[src/rtl/pulse_compress_if.sv]
// Pulse compressor bundle: raw pulse input, error clear, strobes and status.
// master drives signal/err_clr; slave (the compressor) drives the rest.
interface pulse_compress_if #(
  parameter int CNT_W = 8
);
  logic             signal;
  logic             err_clr;
  logic             pulse_out;
  logic [CNT_W-1:0] pulse_width;
  logic             width_valid;
  logic             err_stuck;
  logic [7:0]       glitch_cnt;
  logic             busy;

  modport master (
    output signal, err_clr,
    input  pulse_out, pulse_width, width_valid,
    input  err_stuck, glitch_cnt, busy
  );

  modport slave (
    input  signal, err_clr,
    output pulse_out, pulse_width, width_valid,
    output err_stuck, glitch_cnt, busy
  );
endinterface

[src/rtl/pulse_compress.sv]
// Qualifies and measures stretched, glitchy pulses: sync, min-width filter,
// one-cycle strobe, width report, stuck detect, holdoff. Ports: clk, rst_n, bus.
module pulse_compress #(
  parameter int    MIN_WIDTH = 3,
  parameter int    MAX_WIDTH = 64,
  parameter int    HOLDOFF   = 4,
  parameter int    CNT_W     = 8,
  parameter string POLARITY  = "HIGH"
) (
  input logic             clk,
  input logic             rst_n,
  pulse_compress_if.slave bus
);

  localparam bit ACT_HI = (POLARITY == "HIGH");
  localparam logic IDLE_LVL = ACT_HI ? 1'b0 : 1'b1;
  localparam int HW = (HOLDOFF > 1) ? $clog2(HOLDOFF) : 1;

  localparam logic [CNT_W-1:0] C_ONE = CNT_W'(1);
  localparam logic [CNT_W-1:0] C_MIN1 = CNT_W'(MIN_WIDTH - 1);
  localparam logic [CNT_W-1:0] C_MAX = CNT_W'(MAX_WIDTH);
  localparam logic [HW-1:0] H_ONE = HW'(1);
  localparam logic [HW-1:0] H_LAST = HW'(HOLDOFF - 1);

  typedef enum logic [2:0] {
    S_IDLE,
    S_QUAL,
    S_ACTIVE,
    S_STUCK,
    S_HOLD
  } state_t;

  state_t           r_state;
  logic             r_s1;
  logic             r_s2;
  logic [CNT_W-1:0] r_cnt;
  logic [HW-1:0]    r_hcnt;
  logic             r_pulse;
  logic             r_wv;
  logic [CNT_W-1:0] r_pw;
  logic             r_err;
  logic [7:0]       r_glitch;
  logic             r_busy;
  logic             w_act;

  always_ff @(posedge clk or negedge rst_n) begin
    if (!rst_n) begin
      r_s1 <= IDLE_LVL;
      r_s2 <= IDLE_LVL;
    end else begin
      r_s1 <= bus.signal;
      r_s2 <= r_s1;
    end
  end

  assign w_act = ACT_HI ? r_s2 : ~r_s2;

  always_ff @(posedge clk or negedge rst_n) begin
    if (!rst_n) begin
      r_state  <= S_IDLE;
      r_cnt    <= '0;
      r_hcnt   <= '0;
      r_pulse  <= 1'b0;
      r_wv     <= 1'b0;
      r_pw     <= '0;
      r_err    <= 1'b0;
      r_glitch <= '0;
      r_busy   <= 1'b0;
    end else begin
      r_pulse <= 1'b0;
      r_wv    <= 1'b0;
      // a stuck detect in the same cycle overrides this below
      if (bus.err_clr) r_err <= 1'b0;
      unique case (r_state)
        S_IDLE: begin
          if (w_act) begin
            r_cnt   <= C_ONE;
            r_state <= S_QUAL;
            r_busy  <= 1'b1;
          end else begin
            r_cnt <= '0;
          end
        end
        S_QUAL: begin
          if (!w_act) begin
            r_state <= S_IDLE;
            r_busy  <= 1'b0;
            if (r_glitch != 8'hFF) r_glitch <= r_glitch + 8'd1;
          end else if (r_cnt == C_MIN1) begin
            r_cnt   <= r_cnt + C_ONE;
            r_pulse <= 1'b1;
            r_state <= S_ACTIVE;
          end else begin
            r_cnt <= r_cnt + C_ONE;
          end
        end
        S_ACTIVE: begin
          if (!w_act) begin
            r_pw    <= r_cnt;
            r_wv    <= 1'b1;
            r_hcnt  <= '0;
            r_state <= S_HOLD;
          end else if (r_cnt == C_MAX) begin
            r_err   <= 1'b1;
            r_state <= S_STUCK;
          end else begin
            r_cnt <= r_cnt + C_ONE;
          end
        end
        S_STUCK: begin
          if (!w_act) begin
            r_hcnt  <= '0;
            r_state <= S_HOLD;
          end
        end
        S_HOLD: begin
          if (r_hcnt == H_LAST) begin
            r_state <= S_IDLE;
            r_busy  <= 1'b0;
          end else begin
            r_hcnt <= r_hcnt + H_ONE;
          end
        end
        default: begin
          r_state <= S_IDLE;
          r_busy  <= 1'b0;
        end
      endcase
    end
  end

  assign bus.pulse_out   = r_pulse;
  assign bus.width_valid = r_wv;
  assign bus.pulse_width = r_pw;
  assign bus.err_stuck   = r_err;
  assign bus.glitch_cnt  = r_glitch;
  assign bus.busy        = r_busy;

endmodule

[src/flat_wrapper.sv]
// flat-port wrapper written by rule: the top's interface ports become plain ports
module pulse_compress_flat 
#(
  parameter int    MIN_WIDTH = 3,
  parameter int    MAX_WIDTH = 64,
  parameter int    HOLDOFF   = 4,
  parameter int    CNT_W     = 8,
  parameter string POLARITY  = "    "
)
  (clk, rst_n, bus_signal, bus_err_clr, bus_pulse_out, bus_pulse_width, bus_width_valid, bus_err_stuck, bus_glitch_cnt, bus_busy);
  pulse_compress_if #(.CNT_W(CNT_W)) bus_i ();
  input logic clk;
  input logic rst_n;
  input wire logic [$bits(bus_i.signal)-1:0] bus_signal;
  input wire logic [$bits(bus_i.err_clr)-1:0] bus_err_clr;
  output wire logic [$bits(bus_i.pulse_out)-1:0] bus_pulse_out;
  output wire logic [$bits(bus_i.pulse_width)-1:0] bus_pulse_width;
  output wire logic [$bits(bus_i.width_valid)-1:0] bus_width_valid;
  output wire logic [$bits(bus_i.err_stuck)-1:0] bus_err_stuck;
  output wire logic [$bits(bus_i.glitch_cnt)-1:0] bus_glitch_cnt;
  output wire logic [$bits(bus_i.busy)-1:0] bus_busy;
  assign bus_i.signal = bus_signal;
  assign bus_i.err_clr = bus_err_clr;
  assign bus_pulse_out = bus_i.pulse_out;
  assign bus_pulse_width = bus_i.pulse_width;
  assign bus_width_valid = bus_i.width_valid;
  assign bus_err_stuck = bus_i.err_stuck;
  assign bus_glitch_cnt = bus_i.glitch_cnt;
  assign bus_busy = bus_i.busy;
  pulse_compress #(.MIN_WIDTH(MIN_WIDTH), .MAX_WIDTH(MAX_WIDTH), .HOLDOFF(HOLDOFF), .CNT_W(CNT_W), .POLARITY(POLARITY)) u_core (.clk(clk), .rst_n(rst_n), .bus(bus_i));
endmodule
[config.mk]
export PLATFORM = sky130hd
export DESIGN_NAME = pulse_compress_flat
export DESIGN_NICKNAME = d
export VERILOG_FILES = /design/src/rtl/pulse_compress_if.sv /design/src/rtl/pulse_compress.sv /design/src/flat_wrapper.sv
export SDC_FILE = /design/constraint.sdc
export NUM_CORES = 1
export LEC_CHECK = 0
export ABC_AREA = 1
export BUFFER_PORTS_ARGS = -buffer_cell sky130_fd_sc_hd__clkbuf_2
export CAP_MARGIN = 20
export CELL_PAD_IN_SITES_DETAIL_PLACEMENT = 2
export CELL_PAD_IN_SITES_GLOBAL_PLACEMENT = 2
export CORE_UTILIZATION = 36
export DETAILED_ROUTE_END_ITERATION = 8
export PLACE_DENSITY_LB_ADDON = 0.1
export SYNTH_ARGS = -nofsm -noshare
export SYNTH_HDL_FRONTEND = slang
export SYNTH_SLANG_ARGS = --single-unit
[constraint.sdc]
create_clock -name clk -period 2.85 [get_ports clk]
set_input_delay 0.57 -clock clk [delete_from_list [all_inputs] [get_ports clk]]
set_output_delay 0.57 -clock clk [all_outputs]
set_load 0.01 [all_outputs]
==> impl_metrics.yaml, run 1 <==
worst_setup_path:
  cp-start-kind: "flip-flop"
  worstReg2RegEnd: "u_core.r_state[1]$_DFFE_PN0P_"
  arrival_ns: 1.72
  slowest_delay_ns: 0.42
  crit_required_ns: 3.03
  cp_common_cell: "nand2_1"
  reg2regPathDepth: 9
  crit_type: "flip-flop to flip-flop"
  reg2reg_from: "u_core.r_cnt[0]$_DFFE_PN0P_"
  path_depth: 9
  path_cells: "inv_1 > ha_1 > nand2_1 > nor2_1 > nand3_1 > nand2_1 > nand3_1 > nand2_1 > nand2_1"
  crit_fanout: 4
  r2r_slack_ns: 1.31
  cp-end-kind: "flip-flop"
  critPathTopFamily: "simple AND/OR/NAND/NOR gates"
  cp_slowest_cell: "dfrtp_1"
  cp_num_buf_inv: 1
synthesis:
  synth-edff-count: 0
  synth-seq-cells: 35
  seq_area_frac_synth_pct: 46.9
  async_flop_share_pct: 100
  synth_top_area_share_pct: 44.1
  synthTopCellsByArea: "dfrtp_1 44%, nand2_1 18%, inv_1 5.4%, nor2_1 4.8%, o21ai_0 4.0%"
  synthesis.nets: 251
  synth_cells: 242
  yosys_warnings: 0
  synth_area_per_cell_um2: 7.73
  synth_flop_cell: "dfrtp_1"
  yosys.area.top_type: "dfrtp_1"
  syn_area_mm2: 0.00187
  synth.distinct_cells: 23
detailed_routing:
  dr.pass1.iters: 4
  vias_per_cell: 4.77
  wl_um: 4870
  wl_per_cell_um: 14.5
  drc: 0
  num_vias: 1603
  first_iter_violations: 53
  postRouteAntennaNets: 0
hold_path:
  hold_start: "bus_signal"
  hp-class: "input port to flip-flop"
  whs_endpoint: "u_core.r_s1$_DFF_PN1_"
  whs_path_depth: 1
timing:
  relSlewSlack_pct: 40.2
  worst-slew-pin-transition_ns: 0.897
  setup_ws_ns: 1.31
  period_minus_slack_ns: 1.54
  final-setup-viol-count: 0
  whs_ns: 0.365
  max_clock_freq_mhz: 649
  period_share_pct: 54.1
  slew_violations: 0
  hold_violations: 0
  skew_ns: 0.00744
  setup-tns-final_ns: 0
  rsz0062_at_grt: "false"
cts:
  path_clk_slew_ns: 0.08
  cts_tree: "built"
  cts_sinks: 35
  cts_buffers: 5
  cts_hold_buf: 0
  cts_buffer_depth: 2
  worstSkewPairLatency_ns: 0.28
  root_buffer: "clkbuf_8"
  cts.htree.levels: 2
  postCtsResizedCells: 0
  cts_setup_buffers: 0
grt:
  grt_pass1_vias: 1765
  antenna_found_initial: 0
  grt_pass1_wl_um: 8490
  grt_max_degree: 36
  grt_use_total_pct: 20.9
  grt-ovfl-total: 0
placed_design:
  hpwl_um: 3750
  io_buffers: 23
  place_ws_ns: 1.28
  place.gp.congestion: 0.739
floorplanning:
  die_h_um: 74.1
  io_pins: 24
  core.rowCount: 25
  die_w_um: 74.1
  core_mm2: 0.00485
  start_util_pct: 38.6
  dieArea_mm2: 0.00549
cells_and_area:
  drive_above_1_share_pct: 16.4
  final_nets: 277
  area_growth_pct: 13.4
  n_antenna_cell: 0
  fillers: 604
power_and_ir_drop:
  peakVddDrop_v: 0.000337
  powerDensity_mw_per_mm2: 795
  p_leak_nw: 1.15
job:
  drv_cap: 0
status:
  outcome: "complete, no violations"
-- cells in the final DEF (no fill, tap or decap) --
master    count
a21boi_0      1
a21oi_1       2
clkbuf_2     23
clkbuf_8      5
clkinv_2      3
dfrtp_1      33
dfstp_2       2
ha_1          5
inv_1        27
inv_2         3
nand2_1      89
nand2_2       3
nand3_1       8
nand3_2       2
nand3_4       1
nand4_1       6
nor2_1       24
nor2_4        2
nor3_1        4
o21ai_0      15
o22ai_1       1
xnor2_1       3
xor2_1        7
-- synthesized netlist by cell type (2+ instances only) --
cell,number
a21oi_1,2
nand3_1,8
xnor2_1,3
nor2_4,2
o21ai_0,15
dfrtp_1,33
nor3_1,4
nand2_1,89
buf_6,2
ha_1,5
inv_1,27
dfstp_2,2
nand4_1,6
nand2_2,3
xor2_1,7
inv_2,3
nor2_1,24
nand3_2,2
-- worst max path at each step --
stage / start / slack [ns] / end
after floorplan: u_core.bus.glitch_cnt[1]$_DFFE_PN0P_ / 1.50 / u_core.bus.glitch_cnt[5]$_DFFE_PN0P_
after global placement: u_core.r_cnt[0]$_DFFE_PN0P_ / 1.32 / u_core.r_state[1]$_DFFE_PN0P_
after detailed placement: u_core.bus.glitch_cnt[1]$_DFFE_PN0P_ / 1.28 / u_core.bus.glitch_cnt[4]$_DFFE_PN0P_
after CTS: u_core.bus.glitch_cnt[1]$_DFFE_PN0P_ / 1.27 / u_core.bus.glitch_cnt[4]$_DFFE_PN0P_
after global routing: u_core.r_cnt[0]$_DFFE_PN0P_ / 1.13 / u_core.r_state[1]$_DFFE_PN0P_
final: u_core.r_cnt[0]$_DFFE_PN0P_ / 1.31 / u_core.r_state[1]$_DFFE_PN0P_
-- metrics by stage --
stage	instances	power [mW]	cell area (µm²)	util, %
2_1_floorplan	242	1.15	1870	-
3_3_place_gp	328	1.32	2040	42.1
3_5_place_dp	328	1.36	2040	42.1
4_1_cts	336	1.72	2120	43.8
5_1_grt	336	1.84	2120	43.8
6_report	336	1.69	2120	43.8
-- power breakdown --
part | internal, mW | switching [mW]
registers | 0.596 | 0.124
logic | 0.208 | 0.411
clock network | 0.167 | 0.183
total | 0.971 | 0.717
-- per-layer routing --
layer | track usage, % | up-vias | wire length (µm)
met3 | 4.07 | 4 | 100
met4 | 5.13 | 0 | 42
li1 | - | 797 | -
met1 | 24.6 | 790 | 2120
met5 | 0 | - | 0
met2 | 38.7 | 12 | 2610
-- flip-flops by register name, indices dropped and copies added (netlist names), 2 cells and up --
signal                  count
u_core.r_cnt                8
u_core.r_hcnt               2
u_core.bus.glitch_cnt       8
u_core.r_state              3
u_core.bus.pulse_width      8
-- logic make-up after synthesis --
| logic type | count (synthesis) | share of synthesized area, % |
|---|---|---|
| AOI/OAI and AO/OA | 19 | 5.28 |
| xor gates and xnor gates | 10 | 4.68 |
| adders and majority gates | 5 | 3.34 |
| buffers and inverters | 34 | 7.69 |
| DFF | 35 | 46.9 |
| and+or+nand+nor | 139 | 32.1 |
-- cell type report --
class	count	area, µm²	share of cell area [%]
sequential	35	878	41.4
clock buffer	5	68.8	3.24
clock inverter	3	15.0	0.707
tap	67	83.8	3.95
multi-input combinational	173	850	40.0
inverter	30	113	5.30
timing repair buffer	23	115	5.42
(Power assumes the default switching activity.)
==> run 2: changes to the inputs <==
ABC_AREA = 0   (was 1)
CORE_UTILIZATION = 33   (was 36)
clock period = 1.3 ns   (was 2.85 ns; I/O delays follow)
==> run 2 against run 1 <==
  * The run now fails in global routing (5_1_grt)
  * Synthesized cell count fell by 33%
  * Synthesized area fell by 5.5%
==> impl_metrics.yaml, run 2 <==
placed_design:
  hpwl_um: 4260
  placed_cells: 297
  io_buffers: 23
  place.gp.congestion: 0.818
status:
  first-error: "[ERROR DPL-0033] detailed placement checks failed during check placement."
  outcome: "stopped before the end"
  lastStage: "global routing (5_1_grt)"
cts:
  root_buffer: "clkbuf_8"
  cts_sinks: 35
  cts_buffer_depth: 2
  cts.htree.levels: 2
  cts_buffers: 5
synthesis:
  yosys.area.top_type: "dfrtp_1"
  synth.distinct_cells: 45
  synthesis.nets: 170
  synth_area_per_cell_um2: 11.0
  synth.most_common_cell: "dfrtp_1"
  async_flop_share_pct: 100
  syn_area_mm2: 0.00177
  synth_top_area_share_pct: 46.7
  synth-seq-cells: 35
  yosys_warnings: 0
  ys_top_cells_by_count: "33 x dfrtp_1, 12 x nor2_1, 11 x nand2_1"
  seq_area_frac_synth_pct: 49.6
  synth_flop_cell: "dfrtp_1"
  synth-edff-count: 0
  synth_cells: 161
  synthTopCellsByArea: "dfrtp_1 47%, mux2_2 6.4%, xnor2_1 4.5%, ha_1 3.5%, dfstp_2 3.0%"
timing:
  crit_endpoint: "u_core.r_cnt[2]$_DFFE_PN0P_/D"
  worstEndpointType: "register data pin"
floorplanning:
  die_w_um: 75.2
  io_pins: 24
  die_h_um: 75.2
  core.rowCount: 26
  start_util_pct: 34.4
grt:
  grt_max_degree: 36
  antenna_found_initial: 0
run 2: changes by cell type after synthesis, sizes merged, moves of 4 or more:
cell / before / now
nor3: 4 / 9
o21ai: 15 / 5
nor2: 26 / 12
xnor2: 3 / 9
nor2b: 0 / 4
inv: 30 / 10
xor2: 7 / 3
nand3: 11 / 6
nand2: 92 / 11
mux2: 0 / 10
run 2: logic make-up after synthesis:
group	Yosys count	share of synthesized area, %
compound gates	22	9.12
xor+xnor	12	5.94
fa+ha+maj	6	4.17
buf+inv	15	3.89
flops	35	49.6
mux	11	6.93
simple gates	60	20.3
run 2: timing repair:
action / CTS
endpoints found under the setup margin: 31
setup buffers: 15
gates resized for setup: 53
endpoints found under the hold margin: 33
pin swaps: 28
hold buffers: 1
run 2: per-stage QoR:
stage               instance area, µm²  setup slack [ns]  setup TNS, ns
floorplan                         1850            -0.269          -3.15
global placement                  2400            -0.197          -3.23
detailed placement                2400            -0.317          -5.36
CTS                               2840            -0.266          -4.48
==> run 3: changes to the inputs <==
CELL_PAD_IN_SITES_DETAIL_PLACEMENT = unset   (was 2)
CELL_PAD_IN_SITES_GLOBAL_PLACEMENT = unset   (was 2)
CORE_UTILIZATION = 30   (was 33)
PLACE_DENSITY_LB_ADDON = 0.15   (was 0.1)
clock period = 1.7 ns   (was 1.3 ns; I/O delays follow)
==> run 3 against run 2 <==
  * Synthesized cell count stayed put
  * The flow now finishes, with violations (hold timing)
  * Synthesized area stayed put
==> impl_metrics.yaml, run 3 <==
status:
  outcome: "finished with violations"
  violations: "hold timing"
job:
  drv_cap: 0
grt:
  grt_pass1_wl_um: 6340
  grt_pass1_vias: 1328
  antenna_found_initial: 0
  grt_use_total_pct: 13.6
  grt-ovfl-total: 0
  grt_max_degree: 20
cells_and_area:
  layout_commonest_cell: "dfrtp_1"
  final_nets: 211
  n_antenna_cell: 0
  final_util_pct: 38.8
  area_growth_pct: 22.9
  fillers: 578
  layout_common_cells: "33 x dfrtp_1, 23 x clkbuf_2, 14 x buf_4"
  drive_above_1_share_pct: 35.0
worst_setup_path:
  cp-end-kind: "flip-flop"
  cp-start-kind: "flip-flop"
  crit_type: "flip-flop to flip-flop"
  crit_start: "u_core.r_cnt[1]$_DFFE_PN0P_"
  crit_required_ns: 1.87
  crit_fanout: 3
  reg2reg_from: "u_core.r_cnt[1]$_DFFE_PN0P_"
  arrival_ns: 1.77
synthesis:
  seq_area_frac_synth_pct: 49.6
  synth.distinct_cells: 45
  syn_area_mm2: 0.00177
  synth_top_area_share_pct: 46.7
  synth_flop_cell: "dfrtp_1"
  yosys_warnings: 0
  synthTopCellsByArea: "dfrtp_1 47%, mux2_2 6.4%, xnor2_1 4.5%, ha_1 3.5%, dfstp_2 3.0%"
  synth-seq-cells: 35
  async_flop_share_pct: 100
  synth_cells: 161
  ys_top_cells_by_count: "33 x dfrtp_1, 12 x nor2_1, 11 x nand2_1"
  yosys.area.top_type: "dfrtp_1"
  synthesis.nets: 170
  synth_area_per_cell_um2: 11.0
  synth.most_common_cell: "dfrtp_1"
  synth-edff-count: 0
timing:
  whs_ns: -0.00440
  period_minus_slack_ns: 1.60
  slew_violations: 0
  relSlewSlack_pct: 67.8
  max_clock_freq_mhz: 627
  skew_ns: 0.00582
  worst-slew-pin-transition_ns: 0.484
  period_share_pct: 93.8
  setup_ws_ns: 0.105
  hold_violations: 4
  final-setup-viol-count: 0
  setup-tns-final_ns: 0
floorplanning:
  dieArea_mm2: 0.00621
  io_pins: 24
  die_h_um: 78.8
  core_mm2: 0.00561
  start_util_pct: 31.5
  die_w_um: 78.8
  core.rowCount: 27
detailed_routing:
  first_iter_violations: 64
  drc: 0
  postRouteAntennaNets: 0
  wl_um: 3740
  dr.pass1.iters: 4
  wl_per_cell_um: 13.6
  vias_per_cell: 4.79
  num_vias: 1316
power_and_ir_drop:
  seqPwrFrac_pct: 42.5
  swShare_pct: 36.9
  p_int_mw: 1.77
  p_total_mw: 2.81
  power.switching_mw: 1.03
  p_comb_share_pct: 36.7
  power_frac_clock_pct: 20.8
  peakVddDrop_v: 0.000566
  p_leak_nw: 0.996
  powerDensity_mw_per_mm2: 1290
cts:
  path_clk_slew_ns: 0.07
  worstSkewPairLatency_ns: 0.29
  root_buffer: "clkbuf_8"
  cts_sinks: 35
  cts.htree.levels: 2
  cts_buffers: 5
  cts_tree: "built"
  cts_buffer_depth: 2
hold_path:
  hp-class: "input port to asynchronous set/reset pin"
placed_design:
  place_ws_ns: 0.0886
  place.gp.congestion: 0.752
  io_buffers: 23
  hpwl_um: 2770
## run 3: metrics by stage
stage               std cells  instance area [µm²]
floorplan                 161                 1770
global placement          265                 2070
detailed placement        265                 2070
CTS                       273                 2160
global route              275                 2170
finish                    275                 2170
## run 3: worst paths after layout
kind | endpoint | slack, ns | cells past startpoint
worst max register to register | u_core.r_cnt[2]$_DFFE_PN0P_ | 0.10 | 6
max in group asynchronous | u_core.bus.pulse_width[0]$_DFFE_PN0P_ | 1.23 | 2
worst min-delay path | u_core.r_state[0]$_DFFE_PN0P_ | -0.004 | 1
worst max-delay path | u_core.r_cnt[2]$_DFFE_PN0P_ | 0.10 | 6
min in group clk | u_core.r_s1$_DFF_PN1_ | 0.13 | 1
worst min register to register | u_core.r_s2$_DFF_PN1_ | 0.36 | 0
## run 3: per-layer routing
metal  share of wire (%)  global-route usage [%]  up-vias
met5                   0                       0        -
met1                  46                    16.5      639
li1                    -                       -      648
met2                  48                    22.4       22
met3                 4.1                    3.33        7
met4                 1.8                    6.48        0
## run 3: cell type report
type / instances / area, µm² / area share, %
clock inverters: 3 / 15.0 / 0.690
flip-flops and latches: 35 / 878 / 40.4
clock buffers: 5 / 68.8 / 3.16
multi-input cells: 111 / 825 / 37.9
inverters: 10 / 37.5 / 1.73
repair buffers: 39 / 260 / 12.0
well taps: 72 / 90.1 / 4.14
## run 3: cell families (layout without fill, tap and decap cells)
logic type	Yosys count	after routing	synth area share, %
mux	11	11	6.93
compound gates	22	22	9.12
simple gates	60	60	20.3
flops	35	35	49.6
buf+inv	15	57	3.89
xor+xnor	12	12	5.94
fa+ha+maj	6	6	4.17
## run 3: power by group through the flow
stage | clock (mW) | combinational, mW | sequential, mW
final | 0.585 | 1.03 | 1.19
after global routing | 0.656 | 1.15 | 1.22
after CTS | 0.613 | 1.03 | 1.19
after detailed placement | 0 | 1.02 | 1.20
after global placement | 0 | 1.00 | 1.19
after floorplan | 0 | 0.598 | 1.22
## run 3: critical path, cell delays in order (launching register included)
cell and delay [ns]:
dfrtp_1 0.40, inv_2 0.07, ha_2 0.16, and4bb_2 0.27, a21boi_1 0.09, o21ai_1 0.16
mux2_2 0.34
## run 3: what timing repair did
item	in CTS	in global routing
resized for setup	0	4
setup buffers	0	2
endpoints found under the setup margin	0	1
hold endpoints to repair	0	0
hold buffers	0	0
==> run 4: changes to the inputs <==
CELL_PAD_IN_SITES_DETAIL_PLACEMENT = 0   (was unset)
CELL_PAD_IN_SITES_GLOBAL_PLACEMENT = 2   (was unset)
==> run 4 against run 3 <==
  * Clock power up 12%
  * Core utilization up 0.20 points
  * Largest power group unchanged
  * Sequential share of layout area down 0.21 points
  * The flow now finishes without violations
  * Combinational power about the same
  * Routed wire length up 0.13%
  * Die area unchanged
  * Via count down 0.38%
  * Design area up 0.52%
==> impl_metrics.yaml, run 4 (synthesized netlist as in run 3, its figures left out) <==
timing:
  slew_violations: 0
  rsz0062_at_grt: "false"
  setup-tns-final_ns: 0
  period_share_pct: 94.4
  skew_ns: 0.00781
  period_minus_slack_ns: 1.60
  worst-slew-pin-transition_ns: 0.434
  whs_ns: 0.140
  relSlewSlack_pct: 71.1
  hold_violations: 0
  final-setup-viol-count: 0
  max_clock_freq_mhz: 623
worst_setup_path:
  path_cells: "inv_1 > ha_1 > and4bb_2 > a21boi_1 > o21ai_1 > mux2_2"
  cp-start-kind: "flip-flop"
  cp_slowest_cell: "dfrtp_1"
  crit_required_ns: 1.86
  crit_start: "u_core.r_cnt[0]$_DFFE_PN0P_"
  cp-end-kind: "flip-flop"
  slowest_delay_ns: 0.38
  reg2reg_from: "u_core.r_cnt[0]$_DFFE_PN0P_"
  crit_type: "flip-flop to flip-flop"
  crit_fanout: 4
  arrival_ns: 1.77
placed_design:
  place.gp.congestion: 0.719
  io_buffers: 23
  placed_cells: 267
  placed_area_mm2: 0.00208
  hpwl_um: 2830
power_and_ir_drop:
  seqPwrFrac_pct: 41.1
  power.switching_mw: 1.01
  p_comb_share_pct: 36.1
  p_int_mw: 1.85
  swShare_pct: 35.4
  powerDensity_mw_per_mm2: 1310
  p_leak_nw: 1.00
  peakVddDrop_v: 0.000539
  power_frac_clock_pct: 22.9
hold_path:
  hold_start: "bus_signal"
  hp-class: "input port to flip-flop"
grt:
  use_met3_pct: 3.79
  grt-ovfl-total: 0
  grt_use_met1_pct: 17.5
  antenna_found_initial: 0
  use_met2_pct: 22.7
  grt_pass1_vias: 1382
  grt_busiest_layer: "met2"
  grt_use_total_pct: 13.8
  grt_max_degree: 22
  grt_pass1_wl_um: 6640
cells_and_area:
  area_growth_pct: 23.6
  drive_above_1_share_pct: 32.8
  layout_common_cells: "33 x dfrtp_1, 23 x clkbuf_2, 15 x buf_4"
  n_antenna_cell: 0
  final_cell_area_mm2: 0.00219
  final_nets: 212
  layout_commonest_cell: "dfrtp_1"
  layoutNonFillerInstCount: 276
  final_util_pct: 39.0
  fillers: 589
floorplanning:
  dieArea_mm2: 0.00621
  start_util_pct: 31.5
  core.rowCount: 27
  core_mm2: 0.00561
  io_pins: 24
  die_h_um: 78.8
  die_w_um: 78.8
detailed_routing:
  num_vias: 1311
  vias_per_cell: 4.75
  dr.pass1.iters: 4
  wl_per_cell_um: 13.6
  wl_um: 3740
  first_iter_violations: 44
  postRouteAntennaNets: 0
  drc: 0
status:
  outcome: "complete, no violations"
cts:
  cts_buffer_depth: 2
  worstSkewPairLatency_ns: 0.28
  cts_buffers: 5
  cts.htree.levels: 2
  cts_sinks: 35
  path_clk_slew_ns: 0.07
  cts_tree: "built"
  root_buffer: "clkbuf_8"
job:
  drv_cap: 0
==> run 4: cell count changes in the layout (fill, tap and decap cells not counted), sizes merged <==
cell	previous run	this run
clkbuf	28	31
dlygate4sd3	0	1
clkinv	3	0
==> run 4: metal layers <==
metal | part of all wire (%) | up-vias
met4 | 0.96 | 0
li1 | - | 647
met2 | 49 | 21
met1 | 47 | 639
met5 | 0 | -
met3 | 3.0 | 4
==> run 4: power groups by stage <==
stage	logic (mW)	registers (mW)	clock network, mW
after floorplan	0.598	1.22	0
after global placement	1.03	1.18	0
after detailed placement	1.04	1.19	0
after CTS	1.05	1.18	0.681
after global routing	1.14	1.21	0.719
final	1.03	1.17	0.653
==> run 4: repair_timing <==
item                                   4_1_cts  5_1_grt
resized for setup                            0        1
endpoints found under the hold margin       12        0
setup buffers                                0        0
hold buffers                                 1        0
setup endpoints to repair                    0        1
==> run 4: area by class of cell <==
class | count | area, µm² | area share (%)
clock buffers | 8 | 100 | 4.58
inverters | 10 | 37.5 | 1.72
multi-input cells | 111 | 822 | 37.6
flip-flops and latches | 35 | 878 | 40.2
well taps | 72 | 90.1 | 4.12
repair buffers | 40 | 258 | 11.8
==> run 4: final timing paths <==
| check | to | slack [ns] | depth (start not counted) |
|---|---|---|---|
| max reg2reg | u_core.r_cnt[2]$_DFFE_PN0P_ | 0.1 | 6 |
| min in group asynchronous | u_core.bus.pulse_out$_DFF_PN0_ | 0.53 | 2 |
| min | u_core.r_s1$_DFF_PN1_ | 0.14 | 1 |
| max in group asynchronous | u_core.bus.width_valid$_DFF_PN0_ | 0.71 | 3 |
| max | u_core.r_cnt[2]$_DFFE_PN0P_ | 0.1 | 6 |
| min reg2reg | u_core.r_s2$_DFF_PN1_ | 0.36 | 0 |
==> run 4: worst max-delay path: cells and delay by family, from the launching register on <==
kind,cells,cell delay (ns)
AOI/OAI and AO/OA,2,0.25
muxes,1,0.36
buffers and inverters,1,0.08
adders and majority gates,1,0.16
and+or+nand+nor,1,0.26
DFF,1,0.38
==> run 4: metrics by stage <==
step,power (mW),setup WS [ns]
detailed placement,2.23,0.0681
finish,2.86,0.0957
global route,3.07,0.0131
global placement,2.21,0.127
CTS,2.90,0.0594
floorplan,1.82,0.0928
